--- src/rtl/mac_col_pkg.sv ---
// Shared definitions for the mac_col_acc output column: instruction bit
// positions, the column FSM states and a width helper for the load counter.
package mac_col_pkg;

  localparam int INST_LOAD = 0;
  localparam int INST_EXEC = 1;
  localparam int INST_ACC  = 2;

  typedef enum logic [1:0] {
    ST_ARM   = 2'd0,
    ST_READY = 2'd1,
    ST_RUN   = 2'd2
  } state_t;

  // Width of the load-beat counter; never narrower than one bit.
  function automatic int cnt_width(input int n);
    return (n <= 2) ? 1 : $clog2(n);
  endfunction

endpackage

--- src/rtl/mac_col_acc_dot.sv ---
// mac_dot: combinational PR-lane signed dot product. Every lane product is
// kept at full 2*BW precision and the sum gets enough guard bits that it
// cannot overflow, before being resized to BW_PSUM.
module mac_dot #(
  parameter int BW      = 8,
  parameter int PR      = 8,
  parameter int BW_PSUM = 2*BW+6
) (
  input  logic [PR*BW-1:0]         i_a,
  input  logic [PR*BW-1:0]         i_b,
  output logic signed [BW_PSUM-1:0] o_dot
);

  localparam int SUM_W = 2*BW + $clog2(PR) + 1;

  logic signed [2*BW-1:0] w_prod [PR];
  logic signed [SUM_W-1:0] w_sum;

  genvar gi;
  generate
    for (gi = 0; gi < PR; gi++) begin : g_lane
      assign w_prod[gi] = $signed(i_a[gi*BW +: BW]) * $signed(i_b[gi*BW +: BW]);
    end
  endgenerate

  // Adder tree over all lane products, sign-extended into the guard width.
  always_comb begin
    w_sum = '0;
    for (int i = 0; i < PR; i++) begin
      w_sum = w_sum + SUM_W'(w_prod[i]);
    end
  end

  assign o_dot = BW_PSUM'(w_sum);

endmodule

--- src/rtl/mac_col_acc.sv ---
// mac_col_acc: one output column of the 1D vector NPU array. Captures a key
// from the skewed load stream, then accumulates dot products of streamed
// queries against it and emits a registered, strobed result per group.
// Optional feature macro: MAC_COL_SAT_EN (clamp result to BW_PSUM, raise sat_flag).
module mac_col_acc
  import mac_col_pkg::*;
#(
  parameter int BW        = 8,
  parameter int PR        = 8,
  parameter int BW_PSUM   = 2*BW+6,
  parameter int ACC_EXT   = 4,
  parameter int NUM_COLS  = 8,
  parameter int COL_ID    = 0,
  parameter int LOAD_SKEW = NUM_COLS-1-COL_ID
) (
  input  logic               clk,
  input  logic               reset,
  input  logic [PR*BW-1:0]   q_in,
  input  logic [2:0]         i_inst,
  output logic [PR*BW-1:0]   q_out,
  output logic [2:0]         o_inst,
  output logic [BW_PSUM-1:0] out,
  output logic               out_valid,
  output logic               key_loaded,
  output logic               sat_flag
);

  localparam int ACC_W = BW_PSUM + ACC_EXT;
  localparam int CNT_W = cnt_width(NUM_COLS);

  state_t                   r_state;
  logic [CNT_W-1:0]         r_cnt;
  logic [PR*BW-1:0]         r_key;
  logic [PR*BW-1:0]         r_query;
  logic [2:0]               r_inst;
  logic signed [ACC_W-1:0]  r_acc;
  logic [BW_PSUM-1:0]       r_out;
  logic                     r_out_valid;

  logic                     w_load_beat;
  logic                     w_exec_beat;
  logic                     w_rearm;
  logic                     w_stage_exec;
  logic                     w_stage_close;
  logic signed [BW_PSUM-1:0] w_dot;
  logic signed [ACC_W-1:0]  w_psum_ext;
  logic signed [ACC_W-1:0]  w_result;
  logic [BW_PSUM-1:0]       w_out_next;

  // Load wins over execute when both bits are set.
  assign w_load_beat = i_inst[INST_LOAD];
  assign w_exec_beat = i_inst[INST_EXEC] & ~i_inst[INST_LOAD];
  assign w_rearm     = (r_state == ST_RUN) & w_load_beat;

  // The compute stage is the registered beat; ARM-state beats never compute.
  assign w_stage_exec  = r_inst[INST_EXEC] & ~r_inst[INST_LOAD] &
                         ((r_state == ST_READY) | (r_state == ST_RUN));
  assign w_stage_close = w_stage_exec & ~r_inst[INST_ACC];

  assign key_loaded = (r_state == ST_READY) | (r_state == ST_RUN);
  assign q_out      = r_query;
  assign o_inst     = r_inst;
  assign out        = r_out;
  assign out_valid  = r_out_valid;

  mac_dot #(
    .BW      (BW),
    .PR      (PR),
    .BW_PSUM (BW_PSUM)
  ) u_dot (
    .i_a   (r_query),
    .i_b   (r_key),
    .o_dot (w_dot)
  );

  assign w_psum_ext = ACC_W'(w_dot);
  assign w_result   = r_acc + w_psum_ext;

`ifdef MAC_COL_SAT_EN
  localparam logic signed [ACC_W-1:0] SAT_MAX = {{(ACC_EXT+1){1'b0}}, {(BW_PSUM-1){1'b1}}};
  localparam logic signed [ACC_W-1:0] SAT_MIN = {{(ACC_EXT+1){1'b1}}, {(BW_PSUM-1){1'b0}}};

  logic w_sat_hit;
  logic r_sat;

  // Clamp the wide result into the output range and note when it happened.
  always_comb begin
    w_sat_hit  = 1'b0;
    w_out_next = w_result[BW_PSUM-1:0];
    if (w_result > SAT_MAX) begin
      w_sat_hit  = 1'b1;
      w_out_next = SAT_MAX[BW_PSUM-1:0];
    end else if (w_result < SAT_MIN) begin
      w_sat_hit  = 1'b1;
      w_out_next = SAT_MIN[BW_PSUM-1:0];
    end
  end

  // Saturation flag is a pulse aligned with the result strobe.
  always_ff @(posedge clk or posedge reset) begin
    if (reset) begin
      r_sat <= 1'b0;
    end else begin
      r_sat <= w_stage_close & w_sat_hit;
    end
  end

  assign sat_flag = r_sat;
`else
  assign w_out_next = w_result[BW_PSUM-1:0];
  assign sat_flag   = 1'b0;
`endif

  // Forward instruction every cycle; forward query only on load/execute beats.
  always_ff @(posedge clk or posedge reset) begin
    if (reset) begin
      r_inst  <= '0;
      r_query <= '0;
    end else begin
      r_inst <= i_inst;
      if (w_load_beat | w_exec_beat) begin
        r_query <= q_in;
      end
    end
  end

  // Key capture FSM: count skewed load beats, capture ours, re-arm from RUN.
  always_ff @(posedge clk or posedge reset) begin
    if (reset) begin
      r_state <= ST_ARM;
      r_cnt   <= '0;
      r_key   <= '0;
    end else begin
      case (r_state)
        ST_ARM: begin
          if (w_load_beat) begin
            if (r_cnt == CNT_W'(LOAD_SKEW)) begin
              r_key   <= q_in;
              r_cnt   <= '0;
              r_state <= ST_READY;
            end else begin
              r_cnt <= r_cnt + 1'b1;
            end
          end
        end
        ST_READY: begin
          if (w_exec_beat) begin
            r_state <= ST_RUN;
          end
        end
        ST_RUN: begin
          // A re-arming load beat is itself beat index 0 of the new stream.
          if (w_load_beat) begin
            if (LOAD_SKEW == 0) begin
              r_key   <= q_in;
              r_cnt   <= '0;
              r_state <= ST_READY;
            end else begin
              r_cnt   <= CNT_W'(1);
              r_state <= ST_ARM;
            end
          end
        end
        default: begin
          r_state <= ST_ARM;
          r_cnt   <= '0;
        end
      endcase
    end
  end

  // Group accumulator; a re-arm discards any open group, even one closing now.
  always_ff @(posedge clk or posedge reset) begin
    if (reset) begin
      r_acc <= '0;
    end else if (w_rearm) begin
      r_acc <= '0;
    end else if (w_stage_exec) begin
      r_acc <= r_inst[INST_ACC] ? w_result : '0;
    end
  end

  // Registered result and one-cycle strobe per closed group; out holds otherwise.
  always_ff @(posedge clk or posedge reset) begin
    if (reset) begin
      r_out       <= '0;
      r_out_valid <= 1'b0;
    end else begin
      r_out_valid <= w_stage_close;
      if (w_stage_close) begin
        r_out <= w_out_next;
      end
    end
  end

endmodule

--- config.mk ---
export PLATFORM = sky130hd
export DESIGN_NAME = mac_col_acc
export DESIGN_NICKNAME = d
export VERILOG_FILES = /design/src/rtl/mac_col_pkg.sv /design/src/rtl/mac_col_acc_dot.sv /design/src/rtl/mac_col_acc.sv
export SDC_FILE = /design/constraint.sdc
export NUM_CORES = 2
export LEC_CHECK = 0
export BUFFER_PORTS_ARGS = -buffer_cell sky130_fd_sc_hd__buf_4
export CAP_MARGIN = 20
export CORE_MARGIN = 1
export CORE_UTILIZATION = 50
export DETAILED_ROUTE_END_ITERATION = 12
export GPL_ROUTABILITY_DRIVEN = 0
export GPL_TIMING_DRIVEN = 0
export PLACE_DENSITY = 0.67
export RECOVER_POWER = 50
export SYNTH_ARGS = -nofsm -noshare
export SYNTH_HDL_FRONTEND = slang
export SYNTH_SLANG_ARGS = --single-unit
--- constraint.sdc ---
create_clock -name clk -period 20 [get_ports clk]
set_input_delay 0 -clock clk [delete_from_list [all_inputs] [get_ports clk]]
set_output_delay 0 -clock clk [all_outputs]
set_load 0.01 [all_outputs]
### Word level (Yosys, flattened, before mapping)

Index checks and enable logic that the tools add are counted.

| word-level totals | value |
|---|---|
| register bits | 185 |
| input port bits | 69 |
| output and inout port bits | 92 |

| operators by class | value |
|---|---|
| add/sub/neg operators | 9 |
| $mul | 8 |
| equality and inequality tests | 7 |
| muxes and demuxes | 12 |
| bitwise operators | 11 |
| reductions and logical operators | 5 |

Operator list:

| cell | number |
|---|---|
| 8-bit by 8-bit multiplier with 16-bit output | 8 |
| 20-bit by 16-bit adder with 20-bit output | 5 |
| 26-bit two-way mux | 3 |
| 26-bit by 20-bit adder with 26-bit output | 1 |
| 17-bit by 16-bit adder with 18-bit output | 1 |
| 16-bit by 16-bit adder with 17-bit output | 1 |
| 3-bit two-way mux | 3 |
| 3-bit one-hot mux with 3 select lines | 1 |
| 2-bit two-way mux | 4 |
| 2-bit inequality test, second input constant | 4 |
| 2-bit one-hot mux with 3 select lines | 1 |
| 3-bit AND reduction | 2 |
| 1-bit AND | 5 |
| 1-bit NOT | 4 |
| 4-bit AND reduction | 1 |
| 3-bit by 1-bit adder with 3-bit output, second input constant | 1 |
| 3-bit == test, second input constant | 1 |
| 2-bit by 1-bit == test with 1-bit output, second input constant | 1 |
| 2-bit == test, second input constant | 1 |
| 2-bit zero test | 1 |
| 1-bit bitwise OR | 2 |
| 2-bit nonzero test | 1 |

### Longest topological paths before layout

| logic depth | value |
|---|---|
| word-level depth | 12 |
| mapped depth | 53 |

### By module

A second synthesis with hierarchy kept.

| unflattened totals | value |
|---|---|
| cells, all modules | 2899 |
| area total of the unflattened synthesis | 30621.9 µm² |

By module, submodules not included:

| module | instances | cells each | area an instance (µm²) | sequential area each (µm²) |
|---|---|---|---|---|
| mac_dot | 1 | 2287 | 22766.8 | 0.0 |
| mac_col_acc | 1 | 612 | 7855.0 | 4529.3 |

### Worst setup path before layout

No wires, ideal clock.

| path | value |
|---|---|
| kind | register to register |
| start point | reg r_query[5], in the netlist q_out[5] |
| end point | reg r_out[21], in the netlist out[21] |
| setup time | 125 ps |
| arrival time | 12826 ps |
| required time | 19875 ps |
| path slack | 7049 ps |
| stages on the path, launching flop included | 49 |
| period minus slack after synthesis | 12951 ps |
| path through | dfrtp_1 > clkbuf_1 > nand2_1 > fa_1 > inv_1 > fa_1 > inv_1 > fa_1 > fa_1 > inv_1 > fa_1 > fa_1 > inv_1 > fa_1 > inv_1 > ha_1 > a21o_1 > a21oi_1 > [13 not listed] > inv_1 > fa_1 > ha_1 > ha_1 > nor2b_1 > nand3_1 > a211oi_1 > nor3_1 > xnor2_1 > ha_1 > a21o_1 > a21o_1 > a21o_1 > or3_1 > o211a_1 > a211oi_1 > xnor2_1 > mux2_4 |

| on the way | value |
|---|---|
| longest elaborated chain between the ends | 9 |

RTL lines:

| element | line | RTL |
|---|---|---|
| start, declared | mac_col_acc.sv:34 | `logic [PR*BW-1:0] r_query;` |
| start signal, assigned | mac_col_acc.sv:122 | `r_query <= q_in;` |
| 8-bit by 8-bit multiplier with 16-bit output | mac_col_acc_dot.sv:22 | `assign w_prod[gi] = $signed(i_a[gi*BW +: BW]) * $signed(i_b[gi*BW +: BW]);` |
| 16-bit by 16-bit adder with 17-bit output | mac_col_acc_dot.sv:30 | `w_sum = w_sum + SUM_W'(w_prod[i]);` |
| 17-bit by 16-bit adder with 18-bit output | mac_col_acc_dot.sv:30 |  |
| 20-bit by 16-bit adder with 20-bit output (5 in a row) | mac_col_acc_dot.sv:30 |  |
| 26-bit by 20-bit adder with 26-bit output | mac_col_acc.sv:77 | `assign w_result = r_acc + w_psum_ext;` |
| end signal, assigned | mac_col_acc.sv:191 | `r_out <= w_out_next;` |
| end, declared | mac_col_acc.sv:37 | `logic [BW_PSUM-1:0] r_out;` |

No other way between the ends.
A chain may end at the register's enable or synchronous reset.

### Worst setup path after layout

| path | value |
|---|---|
| start point | reg r_query[5], in the netlist q_out[5] |
| end point | reg r_acc[20] |

| on the way | value |
|---|---|
| longest elaborated chain between the ends | 12 |

RTL lines:

| element | line | RTL |
|---|---|---|
| 8-bit by 8-bit multiplier with 16-bit output | mac_col_acc_dot.sv:22 |  |
| 16-bit by 16-bit adder with 17-bit output | mac_col_acc_dot.sv:30 |  |
| 17-bit by 16-bit adder with 18-bit output | mac_col_acc_dot.sv:30 |  |
| 20-bit by 16-bit adder with 20-bit output (5 in a row) | mac_col_acc_dot.sv:30 |  |
| 26-bit by 20-bit adder with 26-bit output | mac_col_acc.sv:77 |  |
| 26-bit two-way mux | mac_col_acc.sv:179 | `r_acc <= r_inst[INST_ACC] ? w_result : '0;` |
| 26-bit two-way mux | mac_col_acc.sv:178 | `end else if (w_stage_exec) begin` |
| 26-bit two-way mux | mac_col_acc.sv:176 | `end else if (w_rearm) begin` |
| end signal, assigned | mac_col_acc.sv:179 |  |
| end, declared | mac_col_acc.sv:36 | `logic signed [ACC_W-1:0] r_acc;` |

No other way between the ends. The select of a mux whose other input is x is not followed.

==> results.ini <==
[sta]
fin_worst_skew_ns=0.0220
period_minus_slack_ns=14.04
hold_viol_final=0
finalSetupTns_ns=0
relSlewSlack_pct=-320
fin_crit_sh_pct=70.2
fmax_mhz=71.2
grt_setup_unrepaired=false
tightest_slew_ns=6.30
setup_violations=0
report.final.slew_viol_count=184

[status]
violations=capacitance limit, slew limit
status=finished, violations left

[critical_path]
cp-start-kind=flip-flop
worst-r2r-cell-count=47
endpoint_kind=flip-flop
crit_required_ns=20.39
path_common_cell=fa_1
critPathSlowestCell=fa_1
critPathTopFamily=adder cells
crit_cells=47
worstPathArrival_ns=14.43
worstSetupPathType=flip-flop to flip-flop
critPathMaxFanout=9
worst-path-buf-inv=10
slowest_delay_ns=0.55

[detailed_routing]
dr.pass1.iters=5
drtIter0Drc=935
topRoutingLayerUsed=met5
drc=0
ant_nets=0
route.met3.wl_um=2330
vias=20463
wl_met2_um=38100
routed_wl_um=71700
wl_met1_um=28500
viasPerCell=5.14
wl_per_cell_um=18.0

[die]
die_y_um=250
core_mm2=0.0605
rows=90
io_pins=161
die_w_um=250
start_util_pct=50.7
die_area_mm2=0.0624

[clocking]
cts_root_buf=clkbuf_16
cts_buffer_depth=2
postCtsSetupBuffers=0
cts_tree=yes
cts_made_buffers=17
cts_resized=0
worstSkewPairLatency_ns=0.52
cts.sinks=181
cts.htree.levels=4
clkTransAtPathRegs_ns=0.08

[synthesis]
synth.avg_cell_area_um2=10.4
synthMuxAreaShare_pct=4.82
synthFlopType=dfrtp_1
synthXorXnorAreaFrac_pct=1.95
synth-simple-area-share_pct=10.9
yosysSeqAreaShare_pct=14.8
synthTopCellsByArea=fa_1, dfrtp_1, ha_1
yosys_warnings=0
synth_top_family_by_area=adder cells
synth_compound_area_share_pct=3.40
syn_inst=2940
synth_seq_cells=181
synth_top_cell_by_area=fa_1
synthAdderAreaFrac_pct=54.1
synth_top_area_share_pct=44.6
netlist_area_mm2=0.0307
syn_nets=3926
synth.distinct_cells=59
async_flop_share_pct=100
synth-edff-count=0

[worst_hold_path]
worstHoldPathCells=2
hp-class=input pin to flip-flop

[final_layout]
layout.nets=4175
num-fill-cells=5164
layout-drive-gt1-share_pct=8.93
n_antenna_cell=0
area_growth_pct=10.7

[flow_run]
max_cap_violations=2

[global_routing]
grt_pass1_vias=23242
grt_pass1_wl_um=120000
grt_max_degree=120
grt_overflow_total=0
antenna_found_initial=2
grt_usage_pct=24.8

[place]
port_buffers=159
dp_hpwl_um=62200

-- what timing repair did --
item / 4_1_cts / 5_1_grt
hold buffers: 68 / 0
endpoints found under the hold margin: 195 / 0
setup endpoints to repair: 0 / 0
-- path summary, 6_finish.rpt --
| path | start | end | slack, ns |
|---|---|---|---|
| worst min-delay path | i_inst[2] | o_inst[2] | 0.16 |
| worst max-delay path | q_out[5] | r_acc[20] | 5.96 |
| max in group asynchronous | reset | q_out[38] | 12.06 |
| worst min register to register | out[14] | out[14] | 0.48 |
| worst max register to register | q_out[5] | r_acc[20] | 5.96 |
| min in group asynchronous | reset | q_out[16] | 0.91 |
-- metrics by stage --
stage / utilization [%] / instances / worst slack, ns / area, um^2 / hold WS, ns
detailed placement: 54.4 / 3884 / 5.91 / 32900 / 0.0786
finish: 56.2 / 3984 / 5.96 / 34000 / 0.165
global placement: 54.3 / 3881 / 6.11 / 32900 / 0.111
CTS: 56.6 / 3984 / 5.84 / 34200 / 0.0719
floorplan: - / 2940 / 7.05 / 30700 / 0.0314
global route: 56.2 / 3984 / 5.30 / 34000 / 0.163
-- routing by layer --
layer  vias up  GRT usage (%)
li1       9206              -
met1     10682           30.1
met2       439           44.8
met3       132           2.80
met4         4           10.2
met5         -              0
-- worst reg2reg max path: cells and delay by family, from the launching register on --
kind,cells,cell delay (ns)
xor+xnor,3,0.97
simple gates,8,1.27
compound gates,8,2.31
buf+inv,10,0.83
flops,1,0.36
fa+ha+maj,18,8.19
-- final cells by class --
class                           count  area [um^2]  share of cell area [%]
Buffer                             70          267                   0.784
Multi-Input combinational cell   1940        23100                    67.9
Inverter                          749         2810                    8.28
Timing Repair Buffer              230         1710                    5.03
Sequential cell                   181         4530                    13.3
Clock buffer                       17          425                    1.25
Tap cell                          782          978                    2.88
Clock inverter                     15          181                   0.534
-- cell usage in the layout, fill, tap and decap left out, types with 6 or more instances in the layout --
cell / netlist / routed
clkbuf_16: 0 / 17
or3_1: 10 / 10
a21oi_1: 33 / 33
dfrtp_1: 181 / 181
mux2_2: 129 / 129
xor2_1: 20 / 20
clkbuf_1: 69 / 123
nor2b_1: 13 / 13
buf_4: 1 / 104
dlygate4sd3_1: 0 / 68
a21o_1: 16 / 16
clkinv_8: 0 / 6
o21a_1: 8 / 8
a211oi_1: 6 / 6
ha_1: 233 / 233
and2_1: 243 / 243
nand3_1: 8 / 8
nor2_1: 50 / 49
fa_1: 684 / 684
nand2b_1: 39 / 39
xnor2_1: 43 / 43
o21ai_0: 63 / 63
o211ai_1: 8 / 8
nand2_1: 266 / 266
inv_1: 747 / 746
nor3_1: 11 / 11
-- synthesized netlist by cell type, drive strengths merged (4+ instances only) --
library cell and n:
inv 747, fa 684, nand2 266, and2 244
ha 233, dfrtp 181, mux2 130, clkbuf 69
o21ai 65, nor2 50, xnor2 43, nand2b 39
a21oi 33, xor2 20, a21o 16, nor2b 13
nor3 11, or3 11, a211oi 8, nand3 8
o211ai 8, o21a 8, and3 5, a311oi 4
or2 4
-- logic make-up (layout without fill, tap and decap cells) --
| family | count (synthesis) | after routing |
|---|---|---|
| adders and majority gates | 917 | 917 |
| buffers and inverters | 819 | 1081 |
| and+or+nand+nor | 663 | 663 |
| DFF | 181 | 181 |
| AOI/OAI and AO/OA | 163 | 163 |
| muxes | 131 | 131 |
| xor gates and xnor gates | 65 | 65 |
| other | 1 | 1 |
-- flip-flops by register name (all words and copies together) (netlist names) --
| register | flops |
|---|---|
| q_out | 64 |
| r_key | 64 |
| out | 22 |
| r_acc | 22 |
| o_inst | 3 |
| r_cnt | 3 |
| r_state | 2 |
| out_valid | 1 |
Power is not shown: default switching activity piles up to over one toggle a cycle in this logic, so the estimate is an artifact.
